**src/rtl/mdu_pkg.sv**
```systemverilog
// Shared definitions for the multi-cycle multiply/divide unit: op encodings,
// sequencer states and the default operand width.
package mdu_pkg;

  localparam int unsigned MDU_WIDTH = 32;

  typedef enum logic [1:0] {
    OP_MULT  = 2'b00,
    OP_MULTU = 2'b01,
    OP_DIV   = 2'b10,
    OP_DIVU  = 2'b11
  } mdu_op_e;

  typedef enum logic [2:0] {
    IDLE = 3'd0,
    RUN  = 3'd1,
    FIX  = 3'd2,
    ZDIV = 3'd3,
    DONE = 3'd4
  } mdu_state_e;

endpackage

```
**src/rtl/mdu_sign_fix.sv**
```systemverilog
// Conditional two's-complement negate, used both for operand magnitudes and
// for sign correction of the final product, quotient and remainder.
module mdu_sign_fix #(
  parameter int unsigned WIDTH = 32
) (
  input  logic             i_neg,
  input  logic [WIDTH-1:0] i_val,
  output logic [WIDTH-1:0] o_val
);

  always_comb begin
    o_val = i_val;
    if (i_neg) begin
      o_val = (~i_val) + WIDTH'(1);
    end
  end

endmodule

```
**src/rtl/mdu_seq.sv**
```systemverilog
// MIPS MDU sequencer: iterative shift-add multiply and restoring divide
// writing HI/LO. Build option MDU_EARLY_OUT_EN ends a multiply once the
// remaining multiplier is zero.
module mdu_seq
  import mdu_pkg::*;
#(
  parameter int unsigned WIDTH = MDU_WIDTH
) (
  input  logic             clk,
  input  logic             reset,
  input  logic             start,
  input  logic [1:0]       op,
  input  logic [WIDTH-1:0] S,
  input  logic [WIDTH-1:0] T,
  output logic             busy,
  output logic             done,
  output logic             div_by_zero,
  output logic [WIDTH-1:0] Y_hi,
  output logic [WIDTH-1:0] Y_lo
);

  localparam int unsigned CntW = $clog2(WIDTH) + 1;
  localparam logic [CntW-1:0] CntLast = CntW'(WIDTH - 1);

  mdu_state_e r_state, w_state_next;

  logic               r_is_div;
  logic               r_s_sign;
  logic               r_t_sign;
  logic [CntW-1:0]    r_cnt;
  logic [2*WIDTH-1:0] r_acc;
  logic [2*WIDTH-1:0] r_mcand;
  // Multiplier during MULT; dividend shifting out / quotient shifting in during DIV.
  logic [WIDTH-1:0]   r_mplier;
  logic [WIDTH-1:0]   r_rem;
  logic [WIDTH-1:0]   r_y_hi;
  logic [WIDTH-1:0]   r_y_lo;
  logic               r_dbz;

  logic               w_op_signed;
  logic               w_op_div;
  logic               w_t_zero;
  logic               w_s_neg;
  logic               w_t_neg;
  logic [WIDTH-1:0]   w_s_mag;
  logic [WIDTH-1:0]   w_t_mag;
  logic [2*WIDTH-1:0] w_acc_add;
  logic [WIDTH-1:0]   w_mplier_shift;
  logic [WIDTH:0]     w_rem_shift;
  logic [WIDTH:0]     w_div_ext;
  logic               w_rem_ge;
  logic [WIDTH-1:0]   w_rem_sub;
  logic [WIDTH-1:0]   w_dvd_shift;
  logic               w_early;
  logic               w_run_last;
  logic [2*WIDTH-1:0] w_prod_fix;
  logic [WIDTH-1:0]   w_quo_fix;
  logic [WIDTH-1:0]   w_rem_fix;

  assign w_op_signed = (op == OP_MULT) || (op == OP_DIV);
  assign w_op_div    = op[1];
  assign w_t_zero    = (T == '0);
  assign w_s_neg     = w_op_signed & S[WIDTH-1];
  assign w_t_neg     = w_op_signed & T[WIDTH-1];

  mdu_sign_fix #(.WIDTH(WIDTH)) u_mag_s (.i_neg(w_s_neg), .i_val(S), .o_val(w_s_mag));
  mdu_sign_fix #(.WIDTH(WIDTH)) u_mag_t (.i_neg(w_t_neg), .i_val(T), .o_val(w_t_mag));

  assign w_acc_add      = r_mplier[0] ? (r_acc + r_mcand) : r_acc;
  assign w_mplier_shift = r_mplier >> 1;

  // Restoring divide step: the extra top bit keeps the shifted-out carry for the compare.
  assign w_rem_shift = {r_rem, r_mplier[WIDTH-1]};
  assign w_div_ext   = {1'b0, r_mcand[WIDTH-1:0]};
  assign w_rem_ge    = (w_rem_shift >= w_div_ext);
  assign w_rem_sub   = w_rem_ge ? WIDTH'(w_rem_shift - w_div_ext) : w_rem_shift[WIDTH-1:0];
  assign w_dvd_shift = {r_mplier[WIDTH-2:0], w_rem_ge};

`ifdef MDU_EARLY_OUT_EN
  assign w_early = ~r_is_div & (w_mplier_shift == '0);
`else
  assign w_early = 1'b0;
`endif

  assign w_run_last = (r_cnt == CntLast) | w_early;

  mdu_sign_fix #(.WIDTH(2*WIDTH)) u_fix_prod (
    .i_neg(r_s_sign ^ r_t_sign),
    .i_val(r_acc),
    .o_val(w_prod_fix)
  );
  mdu_sign_fix #(.WIDTH(WIDTH)) u_fix_quo (
    .i_neg(r_s_sign ^ r_t_sign),
    .i_val(r_mplier),
    .o_val(w_quo_fix)
  );
  mdu_sign_fix #(.WIDTH(WIDTH)) u_fix_rem (
    .i_neg(r_s_sign),
    .i_val(r_rem),
    .o_val(w_rem_fix)
  );

  always_ff @(posedge clk or posedge reset) begin
    if (reset) begin
      r_state <= IDLE;
    end else begin
      r_state <= w_state_next;
    end
  end

  always_comb begin
    w_state_next = r_state;
    unique case (r_state)
      IDLE: begin
        if (start) begin
          w_state_next = (w_op_div && w_t_zero) ? ZDIV : RUN;
        end
      end
      RUN:     if (w_run_last) w_state_next = FIX;
      FIX:     w_state_next = DONE;
      ZDIV:    w_state_next = DONE;
      DONE:    w_state_next = IDLE;
      default: w_state_next = IDLE;
    endcase
  end

  always_ff @(posedge clk or posedge reset) begin
    if (reset) begin
      r_is_div <= 1'b0;
      r_s_sign <= 1'b0;
      r_t_sign <= 1'b0;
      r_cnt    <= '0;
      r_acc    <= '0;
      r_mcand  <= '0;
      r_mplier <= '0;
      r_rem    <= '0;
      r_y_hi   <= '0;
      r_y_lo   <= '0;
      r_dbz    <= 1'b0;
    end else begin
      case (r_state)
        IDLE: begin
          if (start) begin
            r_is_div <= w_op_div;
            r_s_sign <= w_s_neg;
            r_t_sign <= w_t_neg;
            r_cnt    <= '0;
            r_acc    <= '0;
            r_rem    <= '0;
            if (w_op_div) begin
              // Divide by zero keeps raw S so HI can return it unmodified.
              r_mplier <= w_t_zero ? S : w_s_mag;
              r_mcand  <= {{WIDTH{1'b0}}, w_t_mag};
            end else begin
              r_mplier <= w_t_mag;
              r_mcand  <= {{WIDTH{1'b0}}, w_s_mag};
            end
          end
        end
        RUN: begin
          r_cnt <= r_cnt + CntW'(1);
          if (r_is_div) begin
            r_rem    <= w_rem_sub;
            r_mplier <= w_dvd_shift;
          end else begin
            r_acc    <= w_acc_add;
            r_mcand  <= r_mcand << 1;
            r_mplier <= w_mplier_shift;
          end
        end
        FIX: begin
          r_y_hi <= r_is_div ? w_rem_fix : w_prod_fix[2*WIDTH-1:WIDTH];
          r_y_lo <= r_is_div ? w_quo_fix : w_prod_fix[WIDTH-1:0];
        end
        ZDIV: begin
          r_y_hi <= r_mplier;
          r_y_lo <= '1;
          r_dbz  <= 1'b1;
        end
        DONE:    r_dbz <= 1'b0;
        default: r_dbz <= 1'b0;
      endcase
    end
  end

  assign busy        = (r_state != IDLE);
  assign done        = (r_state == DONE);
  assign div_by_zero = r_dbz;
  assign Y_hi        = r_y_hi;
  assign Y_lo        = r_y_lo;

endmodule

```
**config.mk**
```make
export PLATFORM = sky130hd
export DESIGN_NAME = mdu_seq
export DESIGN_NICKNAME = d
export VERILOG_FILES = /design/src/rtl/mdu_pkg.sv /design/src/rtl/mdu_sign_fix.sv /design/src/rtl/mdu_seq.sv
export SDC_FILE = /design/constraint.sdc
export NUM_CORES = 1
export LEC_CHECK = 0
export ABC_AREA = 1
export CORE_UTILIZATION = 50
export CTS_CLUSTER_DIAMETER = 150
export DETAILED_ROUTE_END_ITERATION = 7
export PLACE_DENSITY = 0.69
export SYNTH_ARGS = -nofsm -noshare
export SYNTH_HDL_FRONTEND = slang
export SYNTH_HIERARCHICAL = 1
export SYNTH_SLANG_ARGS = --single-unit
```
**constraint.sdc**
```tcl
create_clock -name clk -period 16.9 [get_ports clk]
set_clock_uncertainty 0.1 [all_clocks]
set_input_delay 1.69 -clock clk [delete_from_list [all_inputs] [get_ports clk]]
set_output_delay 1.69 -clock clk [all_outputs]
set_load 0.02 [all_outputs]
```
==> flow_summary_export.csv <==
group,metric,value,unit
setup_path,critical_path.cell_chain,"nor3_1 -> clkdlybuf4s50_1",
setup_path,timing.rr.start,"r_state[1]",
placed_design,post-place-cells,5620,
cells_and_area,drive_above_1_share,0.05387,
detailed_routing,drt_drc_violations_left,0,
clocking,numCtsBuffers,37,
logic_synthesis,syn-num-nets,5019,
logic_synthesis,syn_inst,4847,
worst_hold_path,holdCritPathClass,"reg2reg",
grt,grt_first_pass_wirelength,178.6,mm
setup_path,crit-reg2reg-capture,"r_acc[2]",
setup_path,worst_r2r_path_depth,9,
logic_synthesis,avgSynthCellArea,5.843,µm²
sta,timing.final.crit_share,0.2377,
sta,final.setup.tns,0,ps
logic_synthesis,yosysWarningCount,6,
sta,max_slew_violation_total_from_the_final_report,0,
setup_path,timing.critical_path.max_delay_family,"buffers and inverters",
clocking,clock_sinks,269,
grt,global_route.usage.total,0.4179,
logic_synthesis,synthDominantCellAreaShare,0.2464,
logic_synthesis,netlist-cell-type-count,56,
cells_and_area,net_count_of_the_finished_layout,5083,
logic_synthesis,postSynth.topFlopCell,"dfrtp_1",
grt,grt_max_degree,95,
detailed_routing,firstDrtPassIters,8,
power,power.density_cell_area,219.4,mW/mm²
setup_path,critical_path_arrival,2230,ps
clocking,cts_tree,"yes",
clocking,htree_levels,2,
setup_path,worst_setup_path_start_kind,"flip-flop",
logic_synthesis,yosysSeqAreaShare,0.2377,
setup_path,critical_path_cell_with_the_highest_stage_delay,"clkdlybuf4s50_1",
sta,worst_hold_slack,402.4,ps
cells_and_area,final_core_util,0.5684,
clocking,clock_tree.root_cell,"clkbuf_16",
detailed_routing,routed_via_density,5.607,
logic_synthesis,synth_commonest_cells,"nand2_1, inv_1, nor2_1, dfrtp_1, nand3_1",
sta,finalCriticalPeriod,4017,ps
worst_hold_path,worst_hold_path.num_cells,2,
worst_hold_path,timing.hold.worst.start,"Y_hi[30]",
worst_hold_path,hold_path_end,"Y_hi[30]",
cells_and_area,multiInputGateArea,0.01803,mm²
logic_synthesis,ys_async_sr_fraction,1.000,
sta,report.final.setup_viol,0,
power,power.clock.fraction,0.127,
cells_and_area,area.growth.synth_to_final,11.45,%
logic_synthesis,yosysMostFrequentCell,"nand2_1",
setup_path,worst_setup_path_end_kind,"output pin",
clocking,cts_resized,0,
run_status,status,"completed",
detailed_routing,drt_iter0_drc,4004,
clocking,clkTransAtPathRegs,60,ps
floorplan,coreArea,0.05552,mm²
floorplan,placementRows,86,
sta,least_margin_pin_slew,1115,ps
cells_and_area,ff_latch_area,0.006733,mm²
detailed_routing,routedWlPerCell,21.27,µm
clocking,ctsLongestPathBuffers,3,
clocking,cts_setup_buffers,0,
logic_synthesis,synth_largest_area_cell,"nand2_1",
setup_path,critical_path_peak_fanout,5,
floorplan,die_height,240.0,µm
placed_design,gp_congestion,1.082,
cells_and_area,fillCellCount,5859,
setup_path,path_buf_inv,1,
clocking,worstSkewPairLatency,570,ps
logic_synthesis,synth-edff-count,0,
logic_synthesis,synthesis.area,0.02832,mm²
detailed_routing,final_antenna_net_count,0,
grt,grt_antenna_before_repair,3,
detailed_routing,route.vias.total,31900,
grt,number_of_global_route_vias_before_repair,28670,
power,post-layout-total-power,6.924,mW
sta,rsz0062_at_grt,"no",
detailed_routing,routed_wirelength,121.0,mm
power,internal_power,2.883,mW
placed_design,port_buffers,135,
placed_design,place_hpwl,97.95,mm
floorplan,start_util,0.5101,
setup_path,slowest_delay,710,ps
sta,maxSlewHeadroom,0.2518,
cells_and_area,final_cells,5688,
sta,achievable-frequency,248.9,MHz
clocking,ctsHoldBuffers,0,
power,vdd.ir_drop.worst,0.1188,mV
floorplan,die_area,0.05760,mm²
logic_synthesis,synth_seq_cells,269,
power,power.sequential.fraction,0.200,
setup_path,timing.setup.critical_path_class,"reg2out",
power,net-switching-power,4.041,mW
flow_run,maxCapViolCount,0,
floorplan,die_x,240.0,µm
floorplan,num_io_pins,136,
power,sw_frac_of_total,0.5836,
sta,final_hold_viol_count,0,
power,static_leakage,17.13,nW
logic_synthesis,post_synth_main_area_contributors,"nand2_1, dfrtp_1, inv_1",
setup_path,timing.reg2reg.setup_slack,13260,ps
power,comb_power_share,0.673,
grt,grt-ovfl-total,0,
setup_path,critical_path_required,15110,ps
==> power groups by stage <==
stage	combinational (mW)	clock, mW	sequential [mW]
2_1_floorplan	3.06	0	1.20
3_3_place_gp	4.46	0	1.35
3_5_place_dp	4.49	0	1.35
4_1_cts	4.51	0.884	1.34
5_1_grt	5.04	0.906	1.38
6_report	4.66	0.881	1.38
==> routing by layer <==
metal / up-vias / share of wire / GRT usage
li1: 15260 / - / -
met1: 14580 / 0.42 / 0.5707
met2: 1747 / 0.41 / 0.6071
met3: 305 / 0.12 / 0.1005
met4: 0 / 0.061 / 0.2175
met5: - / 0 / 0
==> how the worst max path moves through the flow <==
| stage | startpoint | end | slack, ps | cells after the start |
|---|---|---|---|---|
| final | r_state[0] | done | 12880 | 2 |
| after global routing | reset | r_is_div | 12490 | 4 |
| after CTS | reset | r_is_div | 12790 | 4 |
| after detailed placement | reset | r_is_div | 12210 | 4 |
| after global placement | reset | r_is_div | 12270 | 4 |
| after floorplan | reset | Y_hi[0] | 7700 | 1 |
==> per-stage QoR <==
stage | worst slack, ps | area (µm²)
2_1_floorplan | 7700 | 28320
3_3_place_gp | 12270 | 30210
3_5_place_dp | 12210 | 30210
4_1_cts | 12790 | 31560
5_1_grt | 12490 | 31560
6_report | 12880 | 31560
==> cell type report <==
cell class / instances / area share
multi-input cells: 3659 / 0.5713
clock inverters: 20 / 0.009277
clock buffers: 46 / 0.03334
well taps: 748 / 0.02965
flip-flops and latches: 269 / 0.2133
inverters: 784 / 0.09415
diodes: 2 / 0.0001586
repair buffers: 160 / 0.04876
==> worst min-delay path, stage by stage, from the launching register on <==
cell and delay, ps:
dfrtp_1 350, nand2_1 60, o221ai_1 60
==> flip-flops by register name, indices dropped and copies added, names as in the netlist <==
register / count
Y_hi: 32
r_acc: 64
r_mcand: 64
r_is_div: 1
div_by_zero: 1
r_cnt: 6
r_mplier: 32
r_t_sign: 1
r_s_sign: 1
r_rem: 32
Y_lo: 32
r_state: 3
==> kinds of logic after synthesis <==
| logic type | share of synthesized area |
|---|---|
| AO/OA/AOI/OAI | 0.1160 |
| flip-flops | 0.2377 |
| AND/OR/NAND/NOR | 0.4256 |
| multiplexers | 0.01242 |
| adder cells (fa/ha/maj) | 0.04604 |
| XOR/XNOR | 0.03459 |
| buffers and inverters | 0.1276 |
==> placed cells by master, fill, tap and decap left out, types with 31 or more instances in the layout <==
| cell | n |
|---|---|
| nand2_1 | 1857 |
| inv_1 | 759 |
| nor2_1 | 543 |
| dfrtp_1 | 268 |
| nand3_1 | 258 |
| o21ai_0 | 137 |
| clkdlybuf4s50_1 | 135 |
| a21oi_1 | 125 |
| ha_1 | 101 |
| xnor2_1 | 66 |
| nor2_2 | 45 |
| o21ai_1 | 44 |
| xor2_1 | 43 |
| nor2_4 | 39 |
| clkbuf_16 | 39 |
| mux2i_1 | 34 |
| nand4_1 | 33 |
| a31oi_1 | 32 |
| o221ai_1 | 32 |
| o22ai_1 | 32 |
| o211ai_1 | 32 |
| a22oi_1 | 31 |
Note: power is estimated with default switching activity, not from simulation.
